## config.mk

```make
export PLATFORM = sky130hd
export DESIGN_NAME = stream_take_sum
export DESIGN_NICKNAME = d
export VERILOG_FILES = /design/src/rtl/stream_take_sum_pkg.sv /design/src/rtl/stream_take_sum_add.sv /design/src/rtl/stream_take_sum.sv
export SDC_FILE = /design/constraint.sdc
export NUM_CORES = 1
export LEC_CHECK = 0
export ABC_AREA = 1
export CAP_MARGIN = 15
export CORE_MARGIN = 3
export CORE_UTILIZATION = 33
export DETAILED_ROUTE_END_ITERATION = 8
export DONT_BUFFER_PORTS = 1
export PLACE_DENSITY_LB_ADDON = 0.25
export RECOVER_POWER = 25
export SKIP_CTS_REPAIR_TIMING = 1
export SYNTH_ARGS = -nofsm -noshare
export SYNTH_HDL_FRONTEND = slang
export SYNTH_SLANG_ARGS = --single-unit
```

## constraint.sdc

```tcl
create_clock -name clk -period 1.8 [get_ports clk]
set_clock_uncertainty 0.1 [all_clocks]
set_input_delay 0.09 -clock clk [delete_from_list [all_inputs] [get_ports clk]]
set_output_delay 0.09 -clock clk [all_outputs]
set_load 0.1 [all_outputs]
```

## src/rtl/stream_take_sum_pkg.sv

```systemverilog
// Shared definitions for stream_take_sum: default int width, FSM state encoding and
// the call/result bundle types used by the block and its adder.
package stream_take_sum_pkg;

  // Default width of ints and stream data in generated blocks.
  localparam int unsigned IntWidth = 8;

  typedef enum logic [1:0] {
    StIdle  = 2'd0,
    StAccum = 2'd1,
    StDone  = 2'd2
  } state_e;

  // Call token as seen on the in_valid/in_ready handshake.
  typedef struct packed {
    logic                valid;
    logic [IntWidth-1:0] count;
  } call_t;

  // Result as presented on the out_valid/out_ready handshake.
  typedef struct packed {
    logic                valid;
    logic [IntWidth-1:0] data;
  } result_t;

  // True when a signed count requests no beats at all.
  function automatic logic count_is_empty(input logic signed [IntWidth-1:0] count);
    return count <= 0;
  endfunction

endpackage

```

## src/rtl/stream_take_sum_add.sv

```systemverilog
// Combinational signed adder for the stream_take_sum accumulator.
// Wraps modulo 2^Width unless STREAM_TAKE_SUM_SATURATE_EN is defined, in which case it clamps.
module stream_take_sum_add
  import stream_take_sum_pkg::*;
#(
  parameter int unsigned Width = IntWidth
) (
  input  logic signed [Width-1:0] a,
  input  logic signed [Width-1:0] b,
  output logic signed [Width-1:0] sum
);

  // One guard bit exposes signed overflow as a mismatch of the two top bits.
  logic signed [Width:0] wide;

  assign wide = {a[Width-1], a} + {b[Width-1], b};

`ifdef STREAM_TAKE_SUM_SATURATE_EN
  logic overflow;

  assign overflow = wide[Width] ^ wide[Width-1];

  always_comb begin
    sum = wide[Width-1:0];
    if (overflow) begin
      // Sign of the true result selects which rail to clamp to.
      sum = wide[Width] ? {1'b1, {(Width-1){1'b0}}} : {1'b0, {(Width-1){1'b1}}};
    end
  end
`else
  logic unused_guard;

  assign unused_guard = wide[Width];
  assign sum          = wide[Width-1:0];
`endif

endmodule

```

## src/rtl/stream_take_sum.sv

```systemverilog
// Stream reducer: accepts a call with a signed beat count, pops that many beats and sums them.
// Build option STREAM_TAKE_SUM_SATURATE_EN selects saturating instead of wrapping addition.
module stream_take_sum
  import stream_take_sum_pkg::*;
#(
  parameter int unsigned WIDTH = IntWidth
) (
  input  logic                    clk,
  input  logic                    nrst,
  input  logic                    in_valid,
  output logic                    in_ready,
  input  logic signed [WIDTH-1:0] dCount,
  input  logic signed [WIDTH-1:0] sIn,
  input  logic                    sIn_valid,
  output logic                    sIn_ready,
  output logic                    out_valid,
  input  logic                    out_ready,
  output logic signed [WIDTH-1:0] dOut
);

  state_e                  state_q, state_d;
  logic signed [WIDTH-1:0] acc_q, acc_d;
  logic signed [WIDTH-1:0] remaining_q, remaining_d;
  logic signed [WIDTH-1:0] dout_q, dout_d;
  logic signed [WIDTH-1:0] sum;
  logic                    beat;
  logic                    last_beat;
  logic                    empty_call;

  stream_take_sum_add #(
    .Width(WIDTH)
  ) u_add (
    .a  (acc_q),
    .b  (sIn),
    .sum(sum)
  );

  assign beat       = sIn_valid & sIn_ready;
  assign last_beat  = remaining_q == WIDTH'(1);
  assign empty_call = dCount <= 0;

  always_comb begin
    state_d     = state_q;
    acc_d       = acc_q;
    remaining_d = remaining_q;
    dout_d      = dout_q;
    unique case (state_q)
      StIdle: begin
        if (in_valid) begin
          remaining_d = dCount;
          acc_d       = '0;
          if (empty_call) begin
            dout_d  = '0;
            state_d = StDone;
          end else begin
            state_d = StAccum;
          end
        end
      end
      StAccum: begin
        if (beat) begin
          acc_d       = sum;
          remaining_d = remaining_q - WIDTH'(1);
          if (last_beat) begin
            dout_d  = sum;
            state_d = StDone;
          end
        end
      end
      StDone: begin
        if (out_ready) begin
          state_d = StIdle;
        end
      end
      default: state_d = StIdle;
    endcase
  end

  always_ff @(posedge clk) begin
    if (!nrst) begin
      state_q     <= StIdle;
      acc_q       <= '0;
      remaining_q <= '0;
      dout_q      <= '0;
    end else begin
      state_q     <= state_d;
      acc_q       <= acc_d;
      remaining_q <= remaining_d;
      dout_q      <= dout_d;
    end
  end

  // Handshake outputs depend only on registered state.
  assign in_ready  = state_q == StIdle;
  assign sIn_ready = state_q == StAccum;
  assign out_valid = state_q == StDone;
  assign dOut      = dout_q;

endmodule

```

-- Word level (Yosys, flattened, before mapping)
Cells that the tools add are included.
- register bits: 26
- input port bits: 21
- word-level logic and storage cells: 38
- $add $sub $neg: 2
- magnitude comparators: 1
- equal/unequal tests: 8
- multiplexer cells: 17
- bitwise gates (word level): 1
- reduce and logical (&&, ||, !) cells: 5
- operators with widths (kind ; count):
    $mux W8 ; 8
    $pmux W8 S2 ; 3
    $mux W2 ; 5
    $add A8 B8 Y8 ; 1
    $eq A8 B2 Y1 const B ; 1
    $le A8 B1 Y1 const B ; 1
    $ne A2 B1 Y1 const B ; 4
    $sub A8 B2 Y8 const B ; 1
    $pmux W2 S3 ; 1
    $reduce_and A5 Y1 ; 1
    $reduce_and A4 Y1 ; 1
    $reduce_and A3 Y1 ; 1
    $eq A2 B1 Y1 const B ; 1
    $eq A2 B2 Y1 const B ; 1
    $logic_not A2 Y1 ; 1
    $ne A2 B2 Y1 const B ; 1
    $reduce_bool A2 Y1 ; 1
    $and A1 B1 Y1 ; 1

-- Longest topological paths before layout
Gate-level depths: netlist of run 1.
- depth after elaboration: 4
- gate-level depth with buffers: 10
- gate-level depth less buffers: 10

-- Modules after synthesis
From an unflattened synthesis of run 1, not the netlist that was laid out.
- cell total of the unflattened synthesis: 279
- area total of the unflattened synthesis: 1739.2 um^2
- by module, submodules not included (module ; instances ; cells each ; area an instance (um^2) ; seq. area each (um^2)):
    stream_take_sum ; 1 ; 219 ; 1377.6 ; 520.5
    stream_take_sum_add ; 1 ; 60 ; 361.6 ; 0.0

-- Worst setup path before layout of run 1
OpenSTA, ideal clock, no wires.
- path kind: reg-to-reg
- from: register state_q[0]
- to: register state_q[0]
- arrival: 2179 ps
- required time: 1587 ps
- setup slack: -592 ps
- cell stages (with the launch flop): 8
- period minus slack after synthesis: 2392 ps
- cells stage by stage: dfxtp_1 -> buf_6 -> nor2_1 -> nand2_1 -> nand3_1 -> nand2_1 -> nand2_1 -> nor2_1
- elaborated cells on any way between the ends: 10
- classes of those cells: 6 x eq/ne; 1 x mux; 1 x bitwise; 2 x reduce/logical
- RTL lines (item ; RTL line ; RTL):
    from (decl) ; stream_take_sum.sv:21 ; state_e state_q, state_d;
    from (signal assigned) ; stream_take_sum.sv:81 ; state_q <= StIdle;
    from (signal assigned) ; stream_take_sum.sv:86 ; state_q <= state_d;
    $eq A2 B2 Y1 (*) ; -- ;
    net out_valid ; stream_take_sum.sv:16 ; output logic out_valid,
    $ne A2 B1 Y1 (no source line) ; -- ;
    $reduce_and A4 Y1 (no source line) ; -- ;
Mark *: on every way through the listed nets, which the timed path passes. The rest lies on a longest branch.
A chain may end at the register's enable or synchronous reset.

-- Worst setup path in the final report of run 1
- from: register acc_q[0]
- to: register acc_q[6]
- longest elaborated chain between the ends: 3
- ends and longest elaborated chain (item ; RTL line ; RTL):
    from (decl) ; stream_take_sum.sv:22 ; logic signed [WIDTH-1:0] acc_q, acc_d;
    from (signal assigned) ; stream_take_sum.sv:82 ; acc_q <= '0;
    from (signal assigned) ; stream_take_sum.sv:87 ; acc_q <= acc_d;
    $add A8 B8 Y8 ; stream_take_sum_add.sv:16 ; assign wide = {a[Width-1], a} + {b[Width-1], b};
    $mux W8 ; stream_take_sum.sv:61 ; if (beat) begin
    $pmux W8 S2 ; stream_take_sum.sv:47 ; unique case (state_q)
Every way passes these cells. The select of a mux whose other input is x is not followed.

==> results of run 1 <==
## metrics by stage
| stage | instance area [sq um] | hold slack [ns] | setup WS [ns] | utilization [%] |
|---|---|---|---|---|
| detailed placement | 1820 | 0.120 | 0.0837 | 38.0 |
| CTS | 1870 | -0.173 | 0.0513 | 39.1 |
| floorplan | 1660 | 0.128 | -0.0942 | - |
| global route | 1900 | 0.0146 | 0.00135 | 39.8 |
| finish | 1900 | -0.0175 | 0.100 | 39.8 |
| global placement | 1820 | 0.117 | 0.116 | 38.0 |
## sequential cells by signal (all words and copies together) (netlist names)
signal	flops
acc_q	8
state_q	2
remaining_q	8
dOut	8
## tightest hold or removal path: cells and delay by family
kind / cells / cell delay [ns]
AOI/OAI and AO/OA: 1 / 0.05
and+or+nand+nor: 3 / 0.17
## final cells by class
cell class	instances	area, sq um	share of cell area (%)
inverter	34	128	6.71
tap	67	83.8	4.40
timing repair buffer	21	148	7.76
multi-input combinational	188	968	50.9
clock buffer	4	55.1	2.89
sequential	26	520	27.4
## layer usage
metal / part of all wire, % / vias to the layer above / global-route usage [%]
met4: 1.3 / 0 / 4.89
met5: 0 / - / 0
met2: 45 / 35 / 22.1
met1: 49 / 712 / 18.3
met3: 4.8 / 4 / 2.70
li1: - / 853 / -
## synth_stat cells, types with 2 or more instances
master | number | area (sq um)
inv_1 | 30 | 113
nand2_1 | 63 | 236
nand2_2 | 2 | 12.5
o211ai_1 | 2 | 15.0
nor2_1 | 34 | 128
dfxtp_1 | 26 | 521
buf_2 | 2 | 10.0
a21oi_1 | 26 | 130
buf_6 | 2 | 22.5
ha_1 | 9 | 113
nor3_1 | 3 | 15.0
nand3b_1 | 2 | 15.0
or2_2 | 2 | 12.5
o21ai_2 | 2 | 17.5
o21ai_0 | 20 | 100
inv_2 | 4 | 15.0
nand3_1 | 14 | 70.1
## path summary, 6_finish.rpt
kind	startpoint	to	slack (ns)	cells after the start
hold / removal	dCount[7]	remaining_q[7]	-0.02	4
hold reg to reg	acc_q[0]	acc_q[0]	0.37	2
setup / recovery	acc_q[0]	acc_q[6]	0.10	10
setup reg to reg	acc_q[0]	acc_q[6]	0.10	10
## cell families (layout without fill, tap and decap cells)
kind of cell,count (synthesis),after routing
fa+ha+maj,10,10
simple gates,125,125
xor+xnor,1,1
buf+inv,40,59
compound gates,52,52
flops,26,26
==> results.md, run 1 <==
* Setup TNS at 0 ns
* Rows at 25
* Minimum clock period at 1.70 ns
* Setup CP Type: flop to flop
* Critical path arrival at 1.77 ns
* CP max stage cell: fa_2
* Unrepaired setup endpoints after global routing: no
* Final Non-Filler Cells at between 300 and 400
* Largest family of logic cells by synthesized area: simple AND/OR/NAND/NOR gates
* Synth Area in Compound Gates at 17.4%
* Number of global-route vias before repair at 1471
* Crit-path max cell delay at 0.36 ns
* Area share of xor/xnor cells in the synthesized design at less than 1%
* Pin count of the biggest net entering global routing at 17
* Layout net count at 305
* Simple-gate area share of the yosys netlist at 32.1%
* Routed wire length at 3980 microns
* Cell Area, Synth at 1650 sq um
* Commonest cells after routing, fill and taps aside: nand2_1, nor2_1, inv_1, a21oi_1, dfxtp_1
* Final setup viols at 0
* FILL cells at 518
* Run status: finished, violations left
* Post-Synthesis Cells at between 200 and 300
* Prevailing post-synth register cell: dfxtp_1
* Max Cap Viol at 0
* Fmax at 588 MHz
* Hold WS at -0.0175 ns
* Boundary Pins at 32
* Avg WL per Cell at 11.7 microns
* Buf/Inv on CP at 0
* Share of cells above drive strength 1 at between 10% and 20%
* Critical path data required time at 1.87 ns
* Ys async rst share at 0%
* Root Buffer: clkbuf_8
* Slew at the pin with the worst max-slew slack at 0.538 ns
* Initial antenna violation count at 0
* Most common cell after layout, fill and taps aside: nand2_1
* 1st-iter DRT viols at 86
* Synth Register Bits at 26
* Core box area at around 4800 sq um
* RD Place Congestion at between 0.8 and 0.9
* Final hold violation count at 2
* DRC Markers at 0
* Inst Count DP at 331
* Clk_lat worst skew at 0.27 ns
* Area growth, synth to finish at 15.3%
* Initial Utilization at between 30% and 40%
* CP Cell Sequence: ha_1 > fa_2 > nand2_1 > nand2_1 > nand3b_1 > nand3_1 > nand2_1 > nor2_1 > nor2_1 > nor2_1
* Max Buffers Root-to-Sink at 2
* Failing checks: negative hold slack
* Cell variety after synth at 28
* Avg Cell Area, Syn at 6.50 sq um
* Die width at 76.7 microns
* Crit-path max FO at 3
* H-tree Lvls at 1
* Dpl hpwl at 3080 microns
* Count of input and output buffers at 0
* Routed via count at approximately 1600
* Ant diodes at 0
* Syn nets at 285
* Final Slew Violations at 0
* Startpoint types: flop
* Vias per Instance at 4.72
* Post-synth EDFFs at 0
* CTS tree: yes
* Hold Path Class: input port to flop
* Family with the most delay on the worst path: simple AND/OR/NAND/NOR gates
* Num CTS Buffers at 3
* Sequential area share after synthesis at around a third
* Max-slew headroom at 64.0%
* Adder-cell area share of the yosys netlist at 8.04%
* Total track usage at 13.8%
* Crit share post-route at 94.4%
* First-pass GRT wire length at 6690 microns
* Post-synthesis mux area share at 0%
* Total congestion overflow at 0
* Die Height at 76.7 microns
* Antenna viol nets, final at 0
* Clock slew at reported path FFs at 0.09 ns
* Warnings from Yosys at 0
* Drt first pass iters at 4
* Worst setup EP type: flop
* Sink Count at 26
* Die area at 5890 sq um
Power of run 1 is left out: the tool's default activity adds up to more than one toggle a clock period on the data nets, which glitch-free logic cannot reach.
==> inputs of run 2 (changes only) <==
- CORE_UTILIZATION: 33 -> 50
==> run 2 against run 1 <==
Compared with the run above:
- the flow still finishes with violations (negative hold slack)
- clock-buffer cell count is 1 lower
- maximum frequency is 2.7% higher
- global-route usage is 5.3 points higher
- sequential share of layout area is 0.49 points higher
- final area is 1.8% lower
==> results.md, run 2 (synthesized netlist as in run 1, its figures left out) <==
* Share of cells above drive strength 1 at ~13%
* Crit share post-route at between 90% and 100%
* Die Height at around 63 microns
* Area growth, synth to finish at 13.3%
* Routed via count at between 1500 and 2000
* Number of global-route vias before repair at between 1000 and 1500
* Root Buffer: clkbuf_4
* Slew at the pin with the worst max-slew slack at 0.569 ns
* Count of input and output buffers at 0
* Initial Utilization at 53.2%
* Cell area after placement at 1790 sq um
* Avg WL per Cell at 11.9 microns
* FILL cells at approximately 320
* Worst setup EP type: flop
* DRC Markers at 0
* Routed wire length at 3790 microns
* Crit-path max FO at 3
* Die area at ~4000 sq um
* Fmax at 604 MHz
* Startpoint types: flop
* Commonest cells after routing, fill and taps aside: nand2_1, nor2_1, inv_1, a21oi_1, dfxtp_1
* Boundary Pins at 32
* Max Cap Viol at 0
* Unrepaired setup endpoints after global routing: no
* Total track usage at 19.1%
* Initial antenna violation count at 0
* Clock slew at reported path FFs at 0.14 ns
* Final setup viols at 0
* CP Cell Sequence: ha_2 > fa_2 > nand2_1 > nand2_1 > nand3b_1 > nand3_1 > nand2_1 > nor2_1 > nor2_1 > nor2_1
* Most common cell after layout, fill and taps aside: nand2_1
* RD Place Congestion at about 0.85
* Worst-case reg-to-reg path depth at 10
* Failing checks: negative hold slack
* Core box area at 3100 sq um
* Die width at 63.5 microns
* Critical path data required time at 1.93 ns
* Design area at 1870 sq um
* Critical path arrival at 1.79 ns
* Setup CP Type: flop to flop
* Final hold violation count at 2
* Max Buffers Root-to-Sink at 2
* Hold Path Class: input port to flop
* Ant diodes at 0
* Pin count of the biggest net entering global routing at 17
* Core Util, Final at 60.2%
* First-pass GRT wire length at 6210 microns
* Total congestion overflow at 0
* Antenna viol nets, final at 0
* H-tree Lvls at 1
* Rows at 20
* Run status: finished, violations left
* Hold Path Depth at 4
* Minimum clock period at roughly 1.7 ns
* Drt first pass iters at 4
* Dpl hpwl at roughly 2800 microns
* Clk_lat worst skew at 0.32 ns
* CP max stage cell: dfxtp_1
* Family with the most delay on the worst path: simple AND/OR/NAND/NOR gates
* Buf/Inv on CP at 0
* Vias per Instance at 5.03
* Hold WS at -0.0757 ns
* Crit-path max cell delay at 0.34 ns
* Num CTS Buffers at 3
* Layout net count at 308
* Final Slew Violations at 0
* CTS tree: yes
* Critical path depth at 10
* Max-slew headroom at between 60% and 70%
* Sink Count at 26
* 1st-iter DRT viols at 63
[run 2: final timing paths]
path	start	end	slack (ns)
worst min register to register	dOut[0]	dOut[0]	0.38
worst min-delay path	dCount[3]	remaining_q[3]	-0.08
worst max register to register	acc_q[0]	acc_q[6]	0.14
worst max-delay path	acc_q[0]	acc_q[6]	0.14
[run 2: layer usage]
layer  track usage, %  vias to the layer above  part of all wire [%]
met2             31.4                       39                    44
met4             5.66                        0                   1.1
met1             25.8                      703                    50
li1                 -                      858                     -
met3             2.50                        5                   4.7
met5                0                        -                     0
[run 2: cell type report]
cell class | instances | area (sq um) | share of cell area (%)
inverter | 34 | 128 | 6.83
sequential | 26 | 520 | 27.8
clock buffer | 3 | 22.5 | 1.20
multi-input combinational | 188 | 963 | 51.5
timing repair buffer | 24 | 180 | 9.64
tap | 44 | 55.1 | 2.95
[run 2: stage by stage]
| step | setup slack [ns] | TNS, ns | instances | hold WS (ns) |
|---|---|---|---|---|
| floorplan | -0.0942 | -0.0942 | 254 | 0.128 |
| global placement | 0.131 | 0 | 308 | 0.118 |
| detailed placement | 0.102 | 0 | 308 | 0.119 |
| CTS | 0.0798 | 0 | 311 | -0.243 |
| global route | 0.0322 | 0 | 319 | 0.0170 |
| finish | 0.145 | 0 | 319 | -0.0757 |
[run 2: worst register-to-register path: cells and delay by family (launching register included)]
family	cells	cell delay (ns)
simple gates	8	0.58
fa+ha+maj	2	0.53
flops	1	0.34
Power of run 2 is left out for the same reason.
==> inputs of run 3 (changes only) <==
- ABC_AREA: 1 -> not set
==> run 3 against run 2 <==
Compared with the run above:
- the run ends with negative hold slack, negative setup slack left
- die area fell by 2.6%
- routed wire length rose by 6.6%
- synthesized area fell by 2.9%
- clock-buffer cell count rose by 1
- synthesized cell count fell by 27%
- flip-flop and latch count did not move
- sequential share of layout area fell by 1.5 points
- via count fell by 11%
- non-clock buffer count rose by 7
- first-iteration DRC count rose by 22%
- core utilization rose by 9.3 points
- final cell count fell by 21%
==> results.md, run 3 <==
* Final Slew Violations at 0
* Number of global-route vias before repair at 1432
* Worst r2r src: acc_q[0]
* DRC Markers at 0
* Sequential area share after synthesis at 32.5%
* Total track usage at 20.4%
* Syn nets at roughly 220
* Die area at 3920 sq um
* Fin worst setup slack at -0.117 ns
* Worst-case reg-to-reg path depth at 7
* Startpoint types: flop
* Crit share post-route at 107%
* Prevailing post-synth register cell: dfxtp_1
* Slew at the pin with the worst max-slew slack at 0.541 ns
* Drt first pass iters at 4
* First-pass GRT wire length at 6550 microns
* Max Cap Viol at 0
* Minimum clock period at 1.92 ns
* Cell Area, Synth at 1600 sq um
* Synth Register Bits at 26
* Area growth, synth to finish at 25.8%
* Leak Pwr at ~0.8 nW
* Root Buffer: clkbuf_4
* Pin count of the biggest net entering global routing at 30
* Post-synth EDFFs at 0
* Area leader, netlist: dfxtp_1
* Setup CP Type: flop to flop
* CP Cell Sequence: ha_4 > fa_2 > a21o_1 > a21oi_2 > mux2i_2 > mux2i_1 > nor2b_1
* Routed via count at ~1400
* Hold endpoint: state_q[1]
* Final hold violation count at 26
* Inst Count DP at roughly 250
* Top area cells in the synthesized netlist: dfxtp_1, ha_1, nand2_1
* Failing checks: negative hold slack, negative setup slack
* Dpl hpwl at 2950 microns
* Crit-path max FO at 2
* Count of input and output buffers at 0
* Hold Path Class: input port to flop
* Run status: finished, violations left
* Crit-path max cell delay at 0.36 ns
* Layout net count at 242
* Avg Cell Area, Syn at 8.62 sq um
* Commonest cells after routing, fill and taps aside: nand2_1, buf_4, dfxtp_1, nor2_1, a21boi_1
* Critical path arrival at about 2.1 ns
* H-tree Lvls at 1
* Most common cell after layout, fill and taps aside: nand2_1
* Synth top area share at between 30% and 40%
* Hold Path Depth at 2
* Die width at approximately 63 microns
* Boundary Pins at 32
* Share of cells above drive strength 1 at 31.9%
* Antenna viol nets, final at 0
* Max Buffers Root-to-Sink at 2
* Rows at 19
* Warnings from Yosys at 0
* FILL cells at 246
* Setup WS pre-CTS at -0.164 ns
* Worst R2R End: dOut[4]
* Critical path data required time at 1.97 ns
* PD cells at 774 nW/um^2
* Max-slew headroom at 64.1%
* Ys async rst share at 0%
* CTS tree: yes
* Setup TNS at -0.365 ns
* Vias per Instance at between 5 and 6
* 1st-iter DRT viols at 77
* Routed wire length at a little over 4000 microns
* Worst reg-to-reg setup slack at -0.12 ns
* Cell variety after synth at 48
* Cell area after placement at between 1500 and 2000 sq um
* Initial antenna violation count at 0
* Hold WS at -0.246 ns
* Die Height at 62.6 microns
* Worst setup EP type: flop
* Maximum vdd drop at 0.000574 V
* Reg area at 531 sq um
* RD Place Congestion at 0.846
* CP max stage cell: dfxtp_2
* Design area at 2020 sq um
* Sink Count at 26
* Total congestion overflow at 0
* Avg WL per Cell at about 16 microns
* Post-Synthesis Cells at 186
* Initial Utilization at 55.3%
* Hold_sp: nrst
* Clk_lat worst skew at between 0.3 and 0.4 ns
* Multi-input logic area at approximately 1100 sq um
* Final setup viols at 6
* Synth cell count leaders: dfxtp_1, nand2_1, nor2_1
* Clock slew at reported path FFs at 0.15 ns
* Num CTS Buffers at 3
* Ant diodes at 0
* Core box area at about 2900 sq um
* Top-count cell post-synth: dfxtp_1
* Unrepaired setup endpoints after global routing: yes
* Final Non-Filler Cells at 252
* Fmax at 522 MHz
-- run 3: layout make-up --
class                      instances  share of cell area [%]
timing repair buffer              31                    12.0
tap                               42                    2.61
clock buffer                       4                    1.80
multi-input combinational        144                    56.4
sequential                        26                    26.3
inverter                           5                   0.931
-- run 3: cell families after synthesis --
kind of cell    synth area share [%]
buf+inv                         4.68
fa+ha+maj                       8.27
simple gates                    22.7
flops                           32.5
xor+xnor                        3.28
mux                             3.12
compound gates                  25.4
-- run 3: power by group --
part           leakage [nW]  internal, mW  switching (mW)
logic                 0.562         0.251           0.361
clock network        0.0210         0.124           0.179
registers             0.215         0.615          0.0304
total                 0.798         0.989           0.570
-- run 3: worst max-delay path by stage --
stage               depth (start not counted)       to  startpoint  slack [ns]
floorplan                                   6  dOut[6]    acc_q[0]        0.02
global placement                            6  dOut[6]    acc_q[0]       -0.07
detailed placement                          7  dOut[4]    acc_q[0]       -0.16
CTS                                         7  dOut[4]    acc_q[0]       -0.20
global route                                7  dOut[4]    acc_q[0]       -0.16
finish                                      7  dOut[4]    acc_q[0]       -0.12
-- run 3: metrics by stage --
stage | utilization, % | total power, mW
floorplan | - | 1.07
finish | 69.5 | 1.56
global route | 69.5 | 1.65
global placement | 63.5 | 1.21
CTS | 64.8 | 1.52
detailed placement | 63.5 | 1.22
-- run 3: critical path: cells and delay by family, from the launching register on --
kind	cells	cell delay [ns]
fa+ha+maj	2	0.51
mux	2	0.40
compound gates	2	0.38
flops	1	0.36
simple gates	1	0.12
-- run 3: per-layer routing --
metal / track usage, % / wire (microns)
met3: 3.60 / 215
met5: 0 / 0
met1: 26.2 / 1830
met2: 35.0 / 1950
met4: 5.79 / 44
Power figures use the tool's default switching activity.
